$ cat src/rtl/alu_pkg.sv
// Purpose: shared ALU control codes, opcode/funct constants and decoded-beat control struct.
// Latency: n/a (declarations only).
// Backpressure: n/a.
package alu_pkg;

   // ALU operation codes understood by the downstream ALU
   localparam logic [3:0] ALU_NOP = 4'b0000;
   localparam logic [3:0] ALU_ADD = 4'b0010;
   localparam logic [3:0] ALU_XOR = 4'b0011;
   localparam logic [3:0] ALU_SRL = 4'b0100;
   localparam logic [3:0] ALU_SUB = 4'b0110;

   // Major opcodes (instr[6:0])
   localparam logic [6:0] OP_RTYPE  = 7'b0110011;
   localparam logic [6:0] OP_ITYPE  = 7'b0010011;
   localparam logic [6:0] OP_LOAD   = 7'b0000011;
   localparam logic [6:0] OP_STORE  = 7'b0100011;
   localparam logic [6:0] OP_BRANCH = 7'b1100011;

   // funct3 / funct7 selectors
   localparam logic [2:0] F3_ADD  = 3'b000;
   localparam logic [2:0] F3_XOR  = 3'b100;
   localparam logic [2:0] F3_SRL  = 3'b101;
   localparam logic [2:0] F3_WORD = 3'b010;
   localparam logic [2:0] F3_BEQ  = 3'b000;
   localparam logic [6:0] F7_BASE = 7'b0000000;
   localparam logic [6:0] F7_ALT  = 7'b0100000;

   // Width-independent part of a decoded beat; operands are carried beside it
   // because their width follows the XLEN parameter of the instantiating module.
   typedef struct packed {
      logic [3:0] ctrl;
      logic [4:0] rd;
      logic       regWrite;
      logic       branch;
      logic       illegal;
   } aluCtrl_t;

endpackage

$ cat src/rtl/alu_op_decode.sv
// Purpose: combinational decode of opcode/funct fields into ALU control code and operands.
// Latency: 0 cycles (pure combinational).
// Backpressure: none; the caller registers the result.
// Ports: opcode/funct3/funct7 + rs1Data/rs2Data/imm in; op1/op2/ctrl/regWrite/branch/illegal out.
module alu_op_decode
   import alu_pkg::*;
#(
   parameter int XLEN = 32
) (
   input  logic [6:0]      opcode,
   input  logic [2:0]      funct3,
   input  logic [6:0]      funct7,
   input  logic [XLEN-1:0] rs1Data,
   input  logic [XLEN-1:0] rs2Data,
   input  logic [XLEN-1:0] imm,
   output logic [XLEN-1:0] op1,
   output logic [XLEN-1:0] op2,
   output logic [3:0]      ctrl,
   output logic            regWrite,
   output logic            branch,
   output logic            illegal
);

   always_comb begin
      op1      = rs1Data;
      op2      = '0;
      ctrl     = ALU_NOP;
      regWrite = 1'b0;
      branch   = 1'b0;
      illegal  = 1'b0;
      case (opcode)
         OP_RTYPE: begin
            op2      = rs2Data;
            regWrite = 1'b1;
            if (funct3 == F3_ADD && funct7 == F7_BASE)      ctrl = ALU_ADD;
            else if (funct3 == F3_ADD && funct7 == F7_ALT)  ctrl = ALU_SUB;
            else if (funct3 == F3_XOR && funct7 == F7_BASE) ctrl = ALU_XOR;
            else if (funct3 == F3_SRL && funct7 == F7_BASE) begin
               ctrl = ALU_SRL;
               // ALU shifts by the whole of operand B, so keep only the shamt bits
               op2  = {{(XLEN-5){1'b0}}, rs2Data[4:0]};
            end
            else illegal = 1'b1;
         end
         OP_ITYPE: begin
            op2      = imm;
            regWrite = 1'b1;
            if (funct3 == F3_ADD)      ctrl = ALU_ADD;
            else if (funct3 == F3_XOR) ctrl = ALU_XOR;
            else if (funct3 == F3_SRL && funct7 == F7_BASE) begin
               ctrl = ALU_SRL;
               op2  = {{(XLEN-5){1'b0}}, imm[4:0]};
            end
            else illegal = 1'b1;
         end
         OP_LOAD: begin
            op2      = imm;
            ctrl     = ALU_ADD;
            regWrite = 1'b1;
            illegal  = (funct3 != F3_WORD);
         end
         OP_STORE: begin
            op2     = imm;
            ctrl    = ALU_ADD;
            illegal = (funct3 != F3_WORD);
         end
         OP_BRANCH: begin
            op2     = rs2Data;
            ctrl    = ALU_SUB;
            branch  = 1'b1;
            illegal = (funct3 != F3_BEQ);
         end
         default: illegal = 1'b1;
      endcase
      // Unsupported beats still flow but must not disturb the ALU or register file
      if (illegal) begin
         op1      = '0;
         op2      = '0;
         ctrl     = ALU_NOP;
         regWrite = 1'b0;
         branch   = 1'b0;
      end
   end

endmodule

$ cat src/rtl/alu_issue_stage.sv
// Purpose: ID/EX issue stage: decodes a beat and presents registered ALU operands/control.
// Latency: 1 cycle from input accept to outValid; 1 beat/cycle sustained.
// Backpressure: 2-entry skid buffer; inReady (registered) drops only once the skid entry fills.
// Ports: clk/rst_n/flush; in* decoded-instruction beat with inValid/inReady;
//        aluInput1/2, aluControlAlu, outRd, outRegWrite, outBranch, outIllegal with outValid/outReady.
// Option: define ALU_ISSUE_STATS_EN to add saturating issueCount/illegalCount outputs.
module alu_issue_stage
   import alu_pkg::*;
#(
   parameter int XLEN = 32
`ifdef ALU_ISSUE_STATS_EN
   ,
   parameter int CNT_WIDTH = 16
`endif
) (
   input  logic                 clk,
   input  logic                 rst_n,
   input  logic                 flush,
   input  logic                 inValid,
   output logic                 inReady,
   input  logic [6:0]           inOpcode,
   input  logic [2:0]           inFunct3,
   input  logic [6:0]           inFunct7,
   input  logic [XLEN-1:0]      inRs1Data,
   input  logic [XLEN-1:0]      inRs2Data,
   input  logic [XLEN-1:0]      inImm,
   input  logic [4:0]           inRd,
   output logic                 outValid,
   input  logic                 outReady,
   output logic [XLEN-1:0]      aluInput1,
   output logic [XLEN-1:0]      aluInput2,
   output logic [3:0]           aluControlAlu,
   output logic [4:0]           outRd,
   output logic                 outRegWrite,
   output logic                 outBranch,
`ifdef ALU_ISSUE_STATS_EN
   output logic [CNT_WIDTH-1:0] issueCount,
   output logic [CNT_WIDTH-1:0] illegalCount,
`endif
   output logic                 outIllegal
);

   typedef struct packed {
      logic [XLEN-1:0] op1;
      logic [XLEN-1:0] op2;
      aluCtrl_t        ctl;
   } beat_t;

   beat_t inBeat, mainBeat, skidBeat;
   logic  mainValid, skidValid;
   logic  accIn, accOut;

   alu_op_decode #(.XLEN(XLEN)) uDecode (
      .opcode   (inOpcode),
      .funct3   (inFunct3),
      .funct7   (inFunct7),
      .rs1Data  (inRs1Data),
      .rs2Data  (inRs2Data),
      .imm      (inImm),
      .op1      (inBeat.op1),
      .op2      (inBeat.op2),
      .ctrl     (inBeat.ctl.ctrl),
      .regWrite (inBeat.ctl.regWrite),
      .branch   (inBeat.ctl.branch),
      .illegal  (inBeat.ctl.illegal)
   );
   assign inBeat.ctl.rd = inRd;

   // skidValid is a flop, so inReady is a registered output
   assign inReady = !skidValid;
   assign accIn   = inValid && inReady;
   assign accOut  = mainValid && outReady;

   always_ff @(posedge clk or negedge rst_n) begin
      if (!rst_n) begin
         mainValid <= 1'b0;
         skidValid <= 1'b0;
         mainBeat  <= '0;
         skidBeat  <= '0;
      end else if (flush) begin
         mainValid <= 1'b0;
         skidValid <= 1'b0;
      end else if (!mainValid || outReady) begin
         // Main register frees up this edge: refill from skid first to keep order.
         // accIn cannot be set while skid is occupied (inReady is low).
         if (skidValid) begin
            mainBeat  <= skidBeat;
            mainValid <= 1'b1;
            skidValid <= 1'b0;
         end else begin
            mainValid <= accIn;
            if (accIn) mainBeat <= inBeat;
         end
      end else if (accIn) begin
         // Output stalled but we advertised ready last cycle: park the beat in skid
         skidBeat  <= inBeat;
         skidValid <= 1'b1;
      end
   end

   assign outValid      = mainValid;
   assign aluInput1     = mainBeat.op1;
   assign aluInput2     = mainBeat.op2;
   assign aluControlAlu = mainBeat.ctl.ctrl;
   assign outRd         = mainBeat.ctl.rd;
   assign outRegWrite   = mainBeat.ctl.regWrite;
   assign outBranch     = mainBeat.ctl.branch;
   assign outIllegal    = mainBeat.ctl.illegal;

`ifdef ALU_ISSUE_STATS_EN
   // Count output-side transfers; flush does not clear these
   always_ff @(posedge clk or negedge rst_n) begin
      if (!rst_n) begin
         issueCount   <= '0;
         illegalCount <= '0;
      end else if (accOut) begin
         if (issueCount != '1) issueCount <= issueCount + 1'b1;
         if (mainBeat.ctl.illegal && illegalCount != '1) illegalCount <= illegalCount + 1'b1;
      end
   end
`else
   logic unusedAccOut;
   assign unusedAccOut = accOut;
`endif

endmodule
$ cat config.mk
export PLATFORM = sky130hd
export DESIGN_NAME = alu_issue_stage
export DESIGN_NICKNAME = d
export VERILOG_FILES = /design/src/rtl/alu_pkg.sv /design/src/rtl/alu_op_decode.sv /design/src/rtl/alu_issue_stage.sv
export SDC_FILE = /design/constraint.sdc
export NUM_CORES = 1
export LEC_CHECK = 0
export CORE_UTILIZATION = 55
export CTS_BUF_LIST = sky130_fd_sc_hd__clkbuf_4
export DETAILED_ROUTE_END_ITERATION = 8
export PLACE_DENSITY = 0.88
export SLEW_MARGIN = 15
export SYNTH_ARGS = -nofsm -noshare
export SYNTH_HDL_FRONTEND = slang
export SYNTH_SLANG_ARGS = --single-unit
$ cat constraint.sdc
create_clock -name clk -period 2.95 [get_ports clk]
set_input_delay 0.59 -clock clk [delete_from_list [all_inputs] [get_ports clk]]
set_output_delay 0.59 -clock clk [all_outputs]
set_load 0.01 [all_outputs]
# After elaboration in Yosys (flattened, before gate mapping)
# Cells that the tools add are included.
# op_classes
muxes	37
bitwise_logic	2
mul	0
reduce_logical	18
n_eq_ne	9
shifts	0
add_sub_neg	0
n_lt_le_gt_ge	0
div_mod_pow	0
# ops
cell	count
32-bit two-way mux	9
76-bit two-way mux	2
32-bit one-hot mux with 4 select lines	1
4-bit two-way mux	6
7-bit by 6-bit equality test with 1-bit output (second input constant)	3
1-bit two-way mux	16
4-bit one-hot mux with 4 select lines	1
7-bit by 2-bit equality test with 1-bit output (second input constant)	1
7-bit by 5-bit equality test with 1-bit output (second input constant)	1
7-bit equality test (second input constant)	1
7-bit zero test	1
3-bit equality test (second input constant)	2
3-bit AND reduction	2
3-bit nonzero test	2
1-bit logical AND	5
1-bit one-hot mux with 4 select lines	1
2-bit nonzero test	2
3-bit zero test	1
3-bit two-way mux	1
3-bit by 2-bit inequality test with 1-bit output (second input constant)	1
3-bit OR reduction	1
1-bit zero test	2
1-bit inverter	2
2-bit OR reduction	1
1-bit logical OR	1
# totals
word_cells	82
rom_bits	0
mem_bits_rw	0
latchBits	0
output_inout_bits	78
ff_bits	154
memories	0

# Logic depth before layout (Yosys ltp)
# Gate-level depths: netlist (run 1).
# logic_depth
word_depth	10
ltp_mapped	8
depth_no_buf	5

# By module
# From an unflattened synthesis (run 1), not the netlist that was laid out.
# unflattened
hier_cells	627
area_unflattened_um2	8369.3
# by_module_without_submodules
mod	seq_area_each_um2	cells_per_inst	instances	area_each_um2
alu_issue_stage	3853.7	416	1	6894.1
alu_op_decode	0.0	211	1	1475.2

# Worst setup path after synthesis (run 1)
# Ideal clock, no wire load.
# synth_path
path_kind	in2reg
startpoint	input port inOpcode[2]
endpoint	register skidBeat[75] in the netlist's numbering
arrival_ns	2.004
t_required_ns	2.814
stages	7
setup_ns	0.136
setup_slack_ns	0.810
path_cell_list	nand4bb_4 > or4_4 > o311a_1 > buf_6 > buf_6 > nand3_1 > o21ai_0
# synth_via
elab_chain_cells	4
word_cells_on_any_way	8
# synth_rtl
element	line	text
start, declared	alu_issue_stage.sv:21	input logic [6:0] inOpcode,
7-bit by 2-bit equality test with 1-bit output or 7-bit by 6-bit equality test with 1-bit output (tied branches)	alu_op_decode.sv:31	case (opcode)
2-bit OR reduction (no source line)	n/a	
1-bit one-hot mux with 4 select lines (*)	alu_op_decode.sv:31	
32-bit two-way mux (*)	alu_op_decode.sv:76	if (illegal) begin
end signal, assigned	alu_issue_stage.sv:96	skidBeat <= inBeat;
end, declared	alu_issue_stage.sv:49	beat_t inBeat, mainBeat, skidBeat;
# Mark *: on every way between the ends. The rest lies on a longest branch, timed or not.
# A chain may end at the register's enable or synchronous reset.

# Final worst setup path (run 1)
# layout_path
startpoint	register skidValid
endpoint	output port inReady
# layout_via
elab_chain_cells	1
# layout_rtl
element	line	text
start, declared	alu_issue_stage.sv:50	logic mainValid, skidValid;
start signal, assigned	alu_issue_stage.sv:77	skidValid <= 1'b0;
start signal, assigned	alu_issue_stage.sv:82	skidValid <= 1'b0;
start signal, assigned	alu_issue_stage.sv:89	skidValid <= 1'b0;
1-bit zero test	alu_issue_stage.sv:70	assign inReady = !skidValid;
end, declared	alu_issue_stage.sv:20	output logic inReady,
# Every way passes these cells.

==> metrics.md, run 1 <==
| Metric | Value |
|---|---|
| Hold Crit Depth | `2` |
| Wire length per cell | `18.3 microns` |
| Final hold violations | `0` |
| Final #Nets | `1092` |
| DP HPWL | `13.9 mm` |
| I/O pin count | `201` |
| Setup violators final | `0` |
| Syn-to-layout area delta | `34.1%` |
| #FFs+latches synth | `152` |
| Core Rows | `42` |
| Final worst path period share | `86.7%` |
| DRC | `0` |
| R2r worst-path depth | `5` |
| Port Buf Inserts | `199` |
| Ys flop type | `dfrtp_1` |
| Yosys warnings | `0` |
| Syn avg cell area | `9.57 sq um` |
| Wirelength, routed | `21.2 mm` |
| Chip height | `120 microns` |
| Reg clk slew, reported paths | `120 ps` |
| Worst Tran Pin Value | `547 ps` |
| DRT iter0 DRCs | `627` |
| DIE WIDTH | `120 microns` |
| Avg Vias per Cell | `6.03` |
| Largest cells by area after synthesis | `dfrtp_1, and3_1, o21ai_0, a21oi_1, o211ai_2` |
| Sink Count | `152` |
| Post-synthesis sequential area ratio | `49.9%` |
| GRT Util Overall | `30.9%` |
| Setup crit start kind | `register` |
| Finished Layout Cells | `1159` |
| Clk buf depth | `2` |
| Tot Pwr | `4.31 mW` |
| Detailed Routing Iterations Pass 1 | `5` |
| Worst slack, placed | `142 ps` |
| Worst R2R Setup Slack | `760 ps` |
| Max-cap violations | `0` |
| Vias | `6983` |
| Cells after Synth | `797` |
| Hold EP | `skidBeat[47]` |
| Most common cell after layout, fill and taps aside | `clkdlybuf4s50_1` |
| Latest clock arrival within the worst-skew pair | `560 ps` |
| Initial antenna violation count | `2` |
| Final instance area | `10200 sq um` |
| Reg-to-Reg End | `aluInput2[4]` |
| CORE AREA | `13400 sq um` |
| Vias in the first global route | `6688` |
| Initial Utilization | `56.9%` |
| Top-area cell type share of the netlist area | `49.9%` |
| Synthesized Nets | `920` |
| Worst-case vdd ir drop | `0.000415 V` |
| Status | `complete, no violations` |
| Fin crit period | `2560 ps` |
| Layout cells sized above 1 | `11.2%` |
| Async S/R FF share, synth | `100%` |
| Leakage | `4.64 nW` |
| Critical path class | `register to output port` |
| Post-route ant nets | `0` |
| Pins Over Slew Limit | `0` |
| Power Density | `421 nW/um^2` |
| Fmax | `391 MHz` |
| Area leader, netlist | `dfrtp_1` |
| CP arrival | `1970 ps` |
| CTS root buf | `clkbuf_4` |
| Final Skew | `18.4 ps` |
| Post-synthesis cell area | `7630 sq um` |
| Reg-to-Reg Start | `skidValid` |
| Crit Path Max Fanout | `22` |
| Hold Crit Class | `register to register` |
| Placed instance area | `9850 sq um` |
| Post-synth cell types | `54` |
| # placed instances | `1125` |
| Number of CTS-inserted buffers | `17` |
| EDFF count, synth | `0` |
| Hold WS | `485 ps` |
| GPL Wtd Cong | `0.935` |
| RSZ-0062 raised after global routing | `no` |
| Commonest non-fill, non-tap cells in the layout | `clkdlybuf4s50_1, dfrtp_1, o21ai_0` |
| Pin count of the biggest net entering global routing | `85` |
| Critical hold path startpoint | `skidBeat[47]` |
| First-pass GRT wire length | `34.5 mm` |
| Crit. End Element | `output port` |
| Post_cts resized | `0` |
| CTS tree | `done` |
| Die Area | `14300 sq um` |
| Remaining global-route overflow | `0` |
| Fin util | `76.3%` |
| WP data required | `2360 ps` |
| TNS Setup | `0 ps` |
| Slew headroom | `63.6%` |
| H-Tree Level Count | `4` |
| Post-route setup slack | `393 ps` |
worst max path at each step:
stage	start	endpoint	slack (ps)
6_report	skidValid	inReady	390
5_1_grt	skidValid	inReady	290
3_5_place_dp	inFunct7[1]	aluInput1[10]	140
3_3_place_gp	inFunct7[1]	outBranch	210
2_1_floorplan	inOpcode[2]	skidBeat[75]	810
4_1_cts	skidValid	inReady	340
sequential cells by signal, indices dropped and copies added, names as in the netlist:
register	cells
skidBeat	75
aluInput1	32
outBranch	1
aluInput2	32
outRegWrite	1
skidValid	1
outValid	1
aluControlAlu	3
outRd	5
outIllegal	1
what timing repair did:
action                                 CTS  global route
endpoints found under the hold margin   54             0
hold buffers                             1             0
buffers inserted                         0             0
synth_stat cells, drive strengths merged, types with 6 or more instances:
library cell  instances
o211ai               27
o31ai                 9
mux2                  6
nand2                80
and3                 89
o211a                27
nor2b                 7
a21oi                73
clkbuf               56
buf                  21
o21ai               126
o22ai                 6
nor2                 18
nor3                  8
dfrtp               152
nand3                37
a31oi                 8
layer usage:
layer	routed length, microns	vias up	GRT usage [%]
li1	-	3261	-
met1	8800	3347	41.5
met2	9990	341	48.7
met3	2030	32	8.13
met4	348	2	10.2
met5	13	-	0
cell type report:
class | count | area, sq um
Antenna cell | 1 | 2.50
Clock buffer | 17 | 128
Clock inverter | 15 | 231
Fill cell | 933 | 3180
Inverter | 4 | 15.0
Multi-Input combinational cell | 564 | 3480
Sequential cell | 152 | 3800
Tap cell | 176 | 220
Timing Repair Buffer | 230 | 2340
report_power, final:
part / total (mW) / internal, mW / leakage, nW / switching [mW]
clock: 1.56 / 0.832 / 0.188 / 0.724
combinational: 0.573 / 0.297 / 2.38 / 0.276
sequential: 2.18 / 2.14 / 2.08 / 0.0349
cells by family (layout without fill, tap and decap cells):
kind of cell / after synthesis / after routing / synth area share (%)
XOR/XNOR: 1 / 1 / 0.115
buffers and inverters: 81 / 266 / 4.94
multiplexers: 11 / 11 / 1.54
flip-flops: 152 / 152 / 49.9
other: 1 / 2 / 0.0492
AO/OA/AOI/OAI: 293 / 293 / 25.0
AND/OR/NAND/NOR: 258 / 258 / 18.4
critical path, cell delays in order (launching register included):
cell             delay (ps)
dfrtp_2                 570
inv_1                   260
clkdlybuf4s50_1         590
(Power assumes the default switching activity.)
==> run 2, diff against run 1 <==
--- a/config.mk
+++ b/config.mk
@@ -5,9 +5,12 @@
 export SDC_FILE = /design/constraint.sdc
 export NUM_CORES = 1
 export LEC_CHECK = 0
+export CORE_ASPECT_RATIO = 0.7
+export CORE_MARGIN = 4
 export CORE_UTILIZATION = 55
 export CTS_BUF_LIST = sky130_fd_sc_hd__clkbuf_4
 export DETAILED_ROUTE_END_ITERATION = 8
+export HOLD_SLACK_MARGIN = 0.1
 export PLACE_DENSITY = 0.88
 export SLEW_MARGIN = 15
 export SYNTH_ARGS = -nofsm -noshare
==> run 2 against run 1 <==
Die area increased by 10%; worst setup slack got worse by 12 ps; final cell count up 0.78%; sequential share of layout area is 0.39 points higher; routed wire length rose by 5.8%; clock skew up 3.5 ps; core utilization is 0.55 points lower; global-route usage down 2.6 points; maximum frequency is 0.46% lower; critical path depth is 1 higher; first-iteration DRC count down 6.1%; critical endpoint unchanged; critical path type unchanged; via count up 1.9%.
==> metrics.md, run 2 (synthesized netlist as in run 1, its figures left out) <==
| Metric | Value |
|---|---|
| Max-cap violations | `0 (unchanged)` |
| Setup violators final | `0 (unchanged)` |
| DP HPWL | `15.0 mm (+7.6%)` |
| Vias | `7115 (+1.9%)` |
| Crit. End Element | `output port` |
| WP data required | `2360 ps (about the same)` |
| Crit Path Max Fanout | `28 (+27%)` |
| Post_cts resized | `0 (unchanged)` |
| Hold Crit Class | `register to register` |
| Chip height | `107 microns (-11%)` |
| Sink Count | `152 (unchanged)` |
| Critical Path Source | `skidValid` |
| P_int | `2.83 mW (-14%)` |
| Avg Vias per Cell | `6.09 (+1.1%)` |
| Wirelength, routed | `22.4 mm (+5.8%)` |
| CORE AREA | `13400 sq um (-0.33%)` |
| Max reg flops | `75 (unchanged)` |
| Hold WS | `491 ps (+5.92 ps)` |
| CTS root buf | `clkbuf_4` |
| Sw Ratio | `29.7% (+5.7 points)` |
| First-pass GRT wire length | `35.7 mm (+3.5%)` |
| Vias in the first global route | `6926 (+3.6%)` |
| Crit-path leading delay family | `buffers and inverters` |
| Comb pwr share | `14.4% (+1.1 points)` |
| Reg-to-Reg End | `aluInput1[7]` |
| Wire length per cell | `19.2 microns (+5.0%)` |
| GRT Util Overall | `28.3% (-2.6 points)` |
| Pin count of the biggest net entering global routing | `89 (+4.7%)` |
| R2r worst-path depth | `5 (unchanged)` |
| Layout cells sized above 1 | `11.5% (+0.29 points)` |
| Buf/Inv on CP | `3 (+1)` |
| Leakage | `4.59 nW (-1.3%)` |
| CP max stage cell | `clkdlybuf4s50_1` |
| Clock Power Share | `31.5% (-4.6 points)` |
| Commonest non-fill, non-tap cells in the layout | `clkdlybuf4s50_1, dfrtp_1, o21ai_0` |
| Largest reg by FF count | `skidBeat` |
| GPL Wtd Cong | `0.920 (-1.7%)` |
| Fillers | `933 (unchanged)` |
| H-Tree Level Count | `4 (unchanged)` |
| Die Area | `15800 sq um (+10%)` |
| Detailed Routing Iterations Pass 1 | `5 (unchanged)` |
| Cell depth of the worst setup path | `3 (+1)` |
| Worst-path cell chain | `buf_4 > inv_1 > clkdlybuf4s50_1` |
| CTS tree | `done` |
| Critical path class | `register to output port` |
| Seq pwr share | `54.1% (+3.5 points)` |
| Fmax | `389 MHz (-0.46%)` |
| Post-route ant nets | `0 (unchanged)` |
| Pins Over Slew Limit | `0 (unchanged)` |
| Slowest stage delay, CP | `570 ps (-20 ps)` |
| Syn-to-layout area delta | `32.7%` |
| Worst R2R Setup Slack | `820 ps (+60 ps)` |
| Final worst path period share | `87.1% (+0.40 points)` |
| Diode count | `0 (-1)` |
| TNS Setup | `0 ps (unchanged)` |
| DRC | `0 (unchanged)` |
| Clk buf depth | `2 (unchanged)` |
| Reg-to-Reg Start | `outValid` |
| Reg clk slew, reported paths | `140 ps (+20 ps)` |
| DRT iter0 DRCs | `589 (-6.1%)` |
| DIE WIDTH | `149 microns (+24%)` |
| CP arrival | `1980 ps (about the same)` |
| Remaining global-route overflow | `0 (unchanged)` |
| CP endpoint | `inReady` |
| Sw Pwr | `1.20 mW (+16%)` |
| Slew headroom | `54.0% (-9.6 points)` |
| Worst Tran Pin Value | `690 ps (+143 ps)` |
| Worst-case vdd ir drop | `0.000264 V (-36%)` |
| Status | `complete, no violations` |
| Latest clock arrival within the worst-skew pair | `560 ps (about the same)` |
| Most common cell after layout, fill and taps aside | `clkdlybuf4s50_1` |
| RSZ-0062 raised after global routing | `no` |
| Critical hold path startpoint | `skidBeat[61]` |
| Final #Nets | `1093 (+0.092%)` |
| Final Skew | `21.9 ps (+3.53 ps)` |
| Setup crit start kind | `register` |
| Power Density | `398 nW/um^2 (-5.5%)` |
| Initial Utilization | `57.1% (+0.19 points)` |
| Fin crit period | `2570 ps (+11.8 ps)` |
| Number of CTS-inserted buffers | `17 (unchanged)` |
| Port Buf Inserts | `199 (unchanged)` |
| Final hold violations | `0 (unchanged)` |
| Initial antenna violation count | `0 (-2)` |
| Core Rows | `35 (-17%)` |
| I/O pin count | `201 (unchanged)` |
## run 2: cell types whose count changed in the layout (fill, tap and decap cells not counted), sizes merged
cell      change
inv           +9
bufinv        -6
clkinv        -4
buf           +1
clkinvlp      +1
diode         -1
## run 2: worst min-delay path by stage
stage	cells after the start	end
floorplan	0	aluControlAlu[0]
global placement	2	skidBeat[53]
detailed placement	2	skidBeat[61]
CTS	2	skidBeat[61]
global route	2	skidBeat[24]
finish	2	skidBeat[61]
## run 2: per-stage QoR
step | instances | total power, mW | setup slack, ps | utilization (%) | cell area [sq um]
final | 1168 | 4.03 | 381 | 75.8 | 10100
after floorplan | 797 | 2.42 | 810 | - | 7630
after CTS | 1168 | 4.05 | 332 | 75.8 | 10100
after detailed placement | 1135 | 2.79 | 69.2 | 73.6 | 9820
after global routing | 1168 | 4.19 | 260 | 75.8 | 10100
after global placement | 1135 | 2.78 | 165 | 73.6 | 9820
## run 2: final cells by class
type,count,area [sq um],area share (%)
flip-flops and latches,152,3800,37.6
multi-input cells,564,3470,34.3
repair buffers,231,2310,22.8
well taps,185,231,2.29
clock inverters,15,156,1.55
clock buffers,17,128,1.26
inverters,4,15.0,0.148
## run 2: power by group through the flow
stage | logic (mW) | clock network, mW | registers [mW]
final | 0.580 | 1.27 | 2.18
after global routing | 0.626 | 1.38 | 2.19
after global placement | 0.568 | 0 | 2.21
after floorplan | 0.190 | 0 | 2.23
after CTS | 0.581 | 1.29 | 2.18
after detailed placement | 0.577 | 0 | 2.22
## run 2: per-layer routing
layer	global-route usage [%]	part of all wire, %
met5	0	0
met4	6.14	1.1
met2	44.4	47
met3	9.76	11
met1	38.3	41
## run 2: worst reg2reg max path, cell delays in order (launching register included)
cell and delay, ps:
dfrtp_1 420, nor2b_1 200, or3_2 600, buf_4 380, a21oi_1 290, o21ai_0 120
## run 2: timing repair
action / 4_1_cts / 5_1_grt
endpoints found under the setup margin: 0 / 0
endpoints found under the hold margin: 59 / 0
hold buffers: 1 / 0
buffers inserted: 0 / 0
==> run 3, diff against run 2 <==
--- a/config.mk
+++ b/config.mk
@@ -7,11 +7,11 @@
 export LEC_CHECK = 0
 export CORE_ASPECT_RATIO = 0.7
 export CORE_MARGIN = 4
-export CORE_UTILIZATION = 55
+export CORE_UTILIZATION = 41
 export CTS_BUF_LIST = sky130_fd_sc_hd__clkbuf_4
 export DETAILED_ROUTE_END_ITERATION = 8
 export HOLD_SLACK_MARGIN = 0.1
-export PLACE_DENSITY = 0.88
+export PLACE_DENSITY = 0.68
 export SLEW_MARGIN = 15
 export SYNTH_ARGS = -nofsm -noshare
 export SYNTH_HDL_FRONTEND = slang
==> run 3 against run 2 <==
Cell area grew 1.2%; worst setup slack gained 200 ps; register-to-register slack lost 30 ps; sequential cell count is the same; count of clock-buffer cells in the layout grew 2; worst hold slack lost 2.9 ps; combinational power is essentially flat; sequential share of layout area shrank 0.43 points; final cell count grew 4.5%; core utilization shrank 19 points; global-route usage shrank 5.9 points; routed wire length grew 4.1%; largest cell class unchanged; highest routed layer is now met5.
==> metrics.md, run 3 (synthesized netlist as in run 1, its figures left out) <==
| Metric | Value |
|---|---|
| Post_cts resized | `0 (unchanged)` |
| Setup crit start kind | `register` |
| Max-cap violations | `0 (unchanged)` |
| Fmax | `422 MHz (+8.3%)` |
| Pins Over Slew Limit | `0 (unchanged)` |
| Most common cell after layout, fill and taps aside | `clkdlybuf4s50_1` |
| Vias | `6907 (-2.9%)` |
| Critical Path Source | `skidValid` |
| CTS root buf | `clkbuf_4` |
| Wire length per cell | `19.1 microns (-0.39%)` |
| Post-route setup slack | `579 ps (+198 ps)` |
| Wirelength, routed | `23.3 mm (+4.1%)` |
| Largest reg by FF count | `skidBeat` |
| R2r worst-path depth | `6 (+1)` |
| Clock Power Share | `32.2% (+0.7 points)` |
| Reg clk slew, reported paths | `130 ps (about the same)` |
| DRC | `0 (unchanged)` |
| Power Density | `398 nW/um^2 (about the same)` |
| RSZ-0062 raised after global routing | `no` |
| Sw Pwr | `1.10 mW (-8.0%)` |
| First-pass GRT wire length | `37.1 mm (+3.8%)` |
| GRT Util Overall | `22.4% (-5.9 points)` |
| Hold Crit Class | `register to register` |
| Final Skew | `14.1 ps (-7.80 ps)` |
| Comb pwr share | `14.3% (about the same)` |
| Die Area | `20900 sq um (+32%)` |
| P_int | `2.97 mW (+5.1%)` |
| DIE WIDTH | `171 microns (+15%)` |
| Detailed Routing Iterations Pass 1 | `5 (unchanged)` |
| Crit Path Max Fanout | `4 (-86%)` |
| Max reg flops | `75 (unchanged)` |
| Latest clock arrival within the worst-skew pair | `550 ps (about the same)` |
| Critical path class | `register to output port` |
| Post-route ant nets | `0 (unchanged)` |
| Remaining global-route overflow | `0 (unchanged)` |
| Fillers | `1622 (+74%)` |
| I/O pin count | `201 (unchanged)` |
| Status | `complete, no violations` |
| Fin crit period | `2370 ps (-198 ps)` |
| Syn-to-layout area delta | `34.2%` |
| Diode count | `0 (unchanged)` |
| Vias in the first global route | `6684 (-3.5%)` |
| Clk buf depth | `2 (unchanged)` |
| Worst R2R Setup Slack | `790 ps (-30 ps)` |
| H-Tree Level Count | `4 (unchanged)` |
| Worst Tran Pin Value | `537 ps (-153 ps)` |
| Seq pwr share | `53.5% (-0.6 points)` |
| CORE AREA | `18200 sq um (+36%)` |
| Layout cells sized above 1 | `11.6% (+0.078 points)` |
| Avg Vias per Cell | `5.66 (-7.1%)` |
| Final worst path period share | `80.4% (-6.7 points)` |
| Hold Crit Depth | `2 (unchanged)` |
| TNS Setup | `0 ps (unchanged)` |
| Number of CTS-inserted buffers | `17 (unchanged)` |
| Final #Nets | `1095 (+0.18%)` |
| Initial antenna violation count | `1 (+1)` |
| Chip height | `122 microns (+15%)` |
| Pin count of the biggest net entering global routing | `87 (-2.2%)` |
| Worst slack, placed | `169 ps (+99.5 ps)` |
| Crit. End Element | `output port` |
| Leakage | `4.61 nW (+0.59%)` |
| Multi-input gate area | `3480 sq um (+0.29%)` |
| Core Rows | `41 (+17%)` |
| CTS tree | `done` |
| Slew headroom | `64.2% (+10 points)` |
| Port Buf Inserts | `199 (unchanged)` |
| CP arrival | `1780 ps (-200 ps)` |
| Final hold violations | `0 (unchanged)` |
| Reg-to-Reg Start | `skidValid` |
| Sw Ratio | `27.0% (-2.7 points)` |
| DP HPWL | `15.8 mm (+5.5%)` |
| WP data required | `2360 ps (about the same)` |
| Post-CTS setup buffers | `0 (unchanged)` |
| Initial Utilization | `42.0% (-15 points)` |
| Reg-to-Reg End | `aluInput2[4]` |
| FF/Latch Area | `3800 sq um (unchanged)` |
| CP endpoint | `inReady` |
| Worst-case vdd ir drop | `0.000198 V (-25%)` |
| GPL Wtd Cong | `0.865 (-5.9%)` |
| Sink Count | `152 (unchanged)` |
| Commonest non-fill, non-tap cells in the layout | `clkdlybuf4s50_1, dfrtp_1, o21ai_0` |
| DRT iter0 DRCs | `526 (-11%)` |
| Setup violators final | `0 (unchanged)` |
-- run 3: cell count changes in the layout (fill, tap and decap cells not counted), sizes merged --
cell	previous run	this run
buf	32	34
inv	12	7
clkinvlp	2	3
bufinv	0	2
clkbuf	17	19
-- run 3: routing by layer --
metal  track usage (%)  vias to the layer above  routed length [microns]
met3              5.58                       18                     1860
li1                  -                     3266                        -
met1              34.7                     3360                    11400
met2              31.6                      261                     9830
met5                 0                        -                       12
met4              4.70                        2                      192
-- run 3: final cells by class --
cell class                 instances  share of cell area (%)
tap                              236                    2.88
clock buffer                      19                    1.39
multi-input combinational        564                    34.0
clock inverter                    13                    1.42
timing repair buffer             233                    23.0
sequential                       152                    37.2
inverter                           4                   0.147
-- run 3: through the flow --
step / cells / power (mW) / cell area [sq um] / util (%) / hold WS, ps
after floorplan: 797 / 2.42 / 7630 / - / 294
after global placement: 1188 / 2.80 / 9940 / 54.7 / 455
after detailed placement: 1188 / 2.80 / 9940 / 54.7 / 463
after CTS: 1221 / 4.12 / 10200 / 56.4 / 494
after global routing: 1221 / 4.26 / 10200 / 56.4 / 511
final: 1221 / 4.07 / 10200 / 56.4 / 488
-- run 3: power groups by stage --
stage,clock (mW),sequential (mW),combinational [mW]
finish,1.31,2.18,0.582
global route,1.45,2.19,0.629
CTS,1.36,2.18,0.587
detailed placement,0,2.22,0.583
global placement,0,2.22,0.580
floorplan,0,2.23,0.190
-- run 3: timing repair --
action | CTS | global route
setup endpoints to repair | 0 | 0
hold endpoints to repair | 49 | 0
hold buffers | 1 | 0
-- run 3: critical path, cell delays in order, from the launching register on --
cell and delay (ps):
dfrtp_2 430, inv_1 220, clkdlybuf4s50_1 590
-- run 3: worst min path at each step --
stage	from	slack, ps	to
4_1_cts	skidBeat[24]	490	skidBeat[24]
3_3_place_gp	skidBeat[24]	450	skidBeat[24]
3_5_place_dp	skidBeat[24]	460	skidBeat[24]
5_1_grt	skidBeat[51]	510	skidBeat[51]
2_1_floorplan	rst_n	290	aluControlAlu[0]
6_report	skidBeat[62]	490	skidBeat[62]
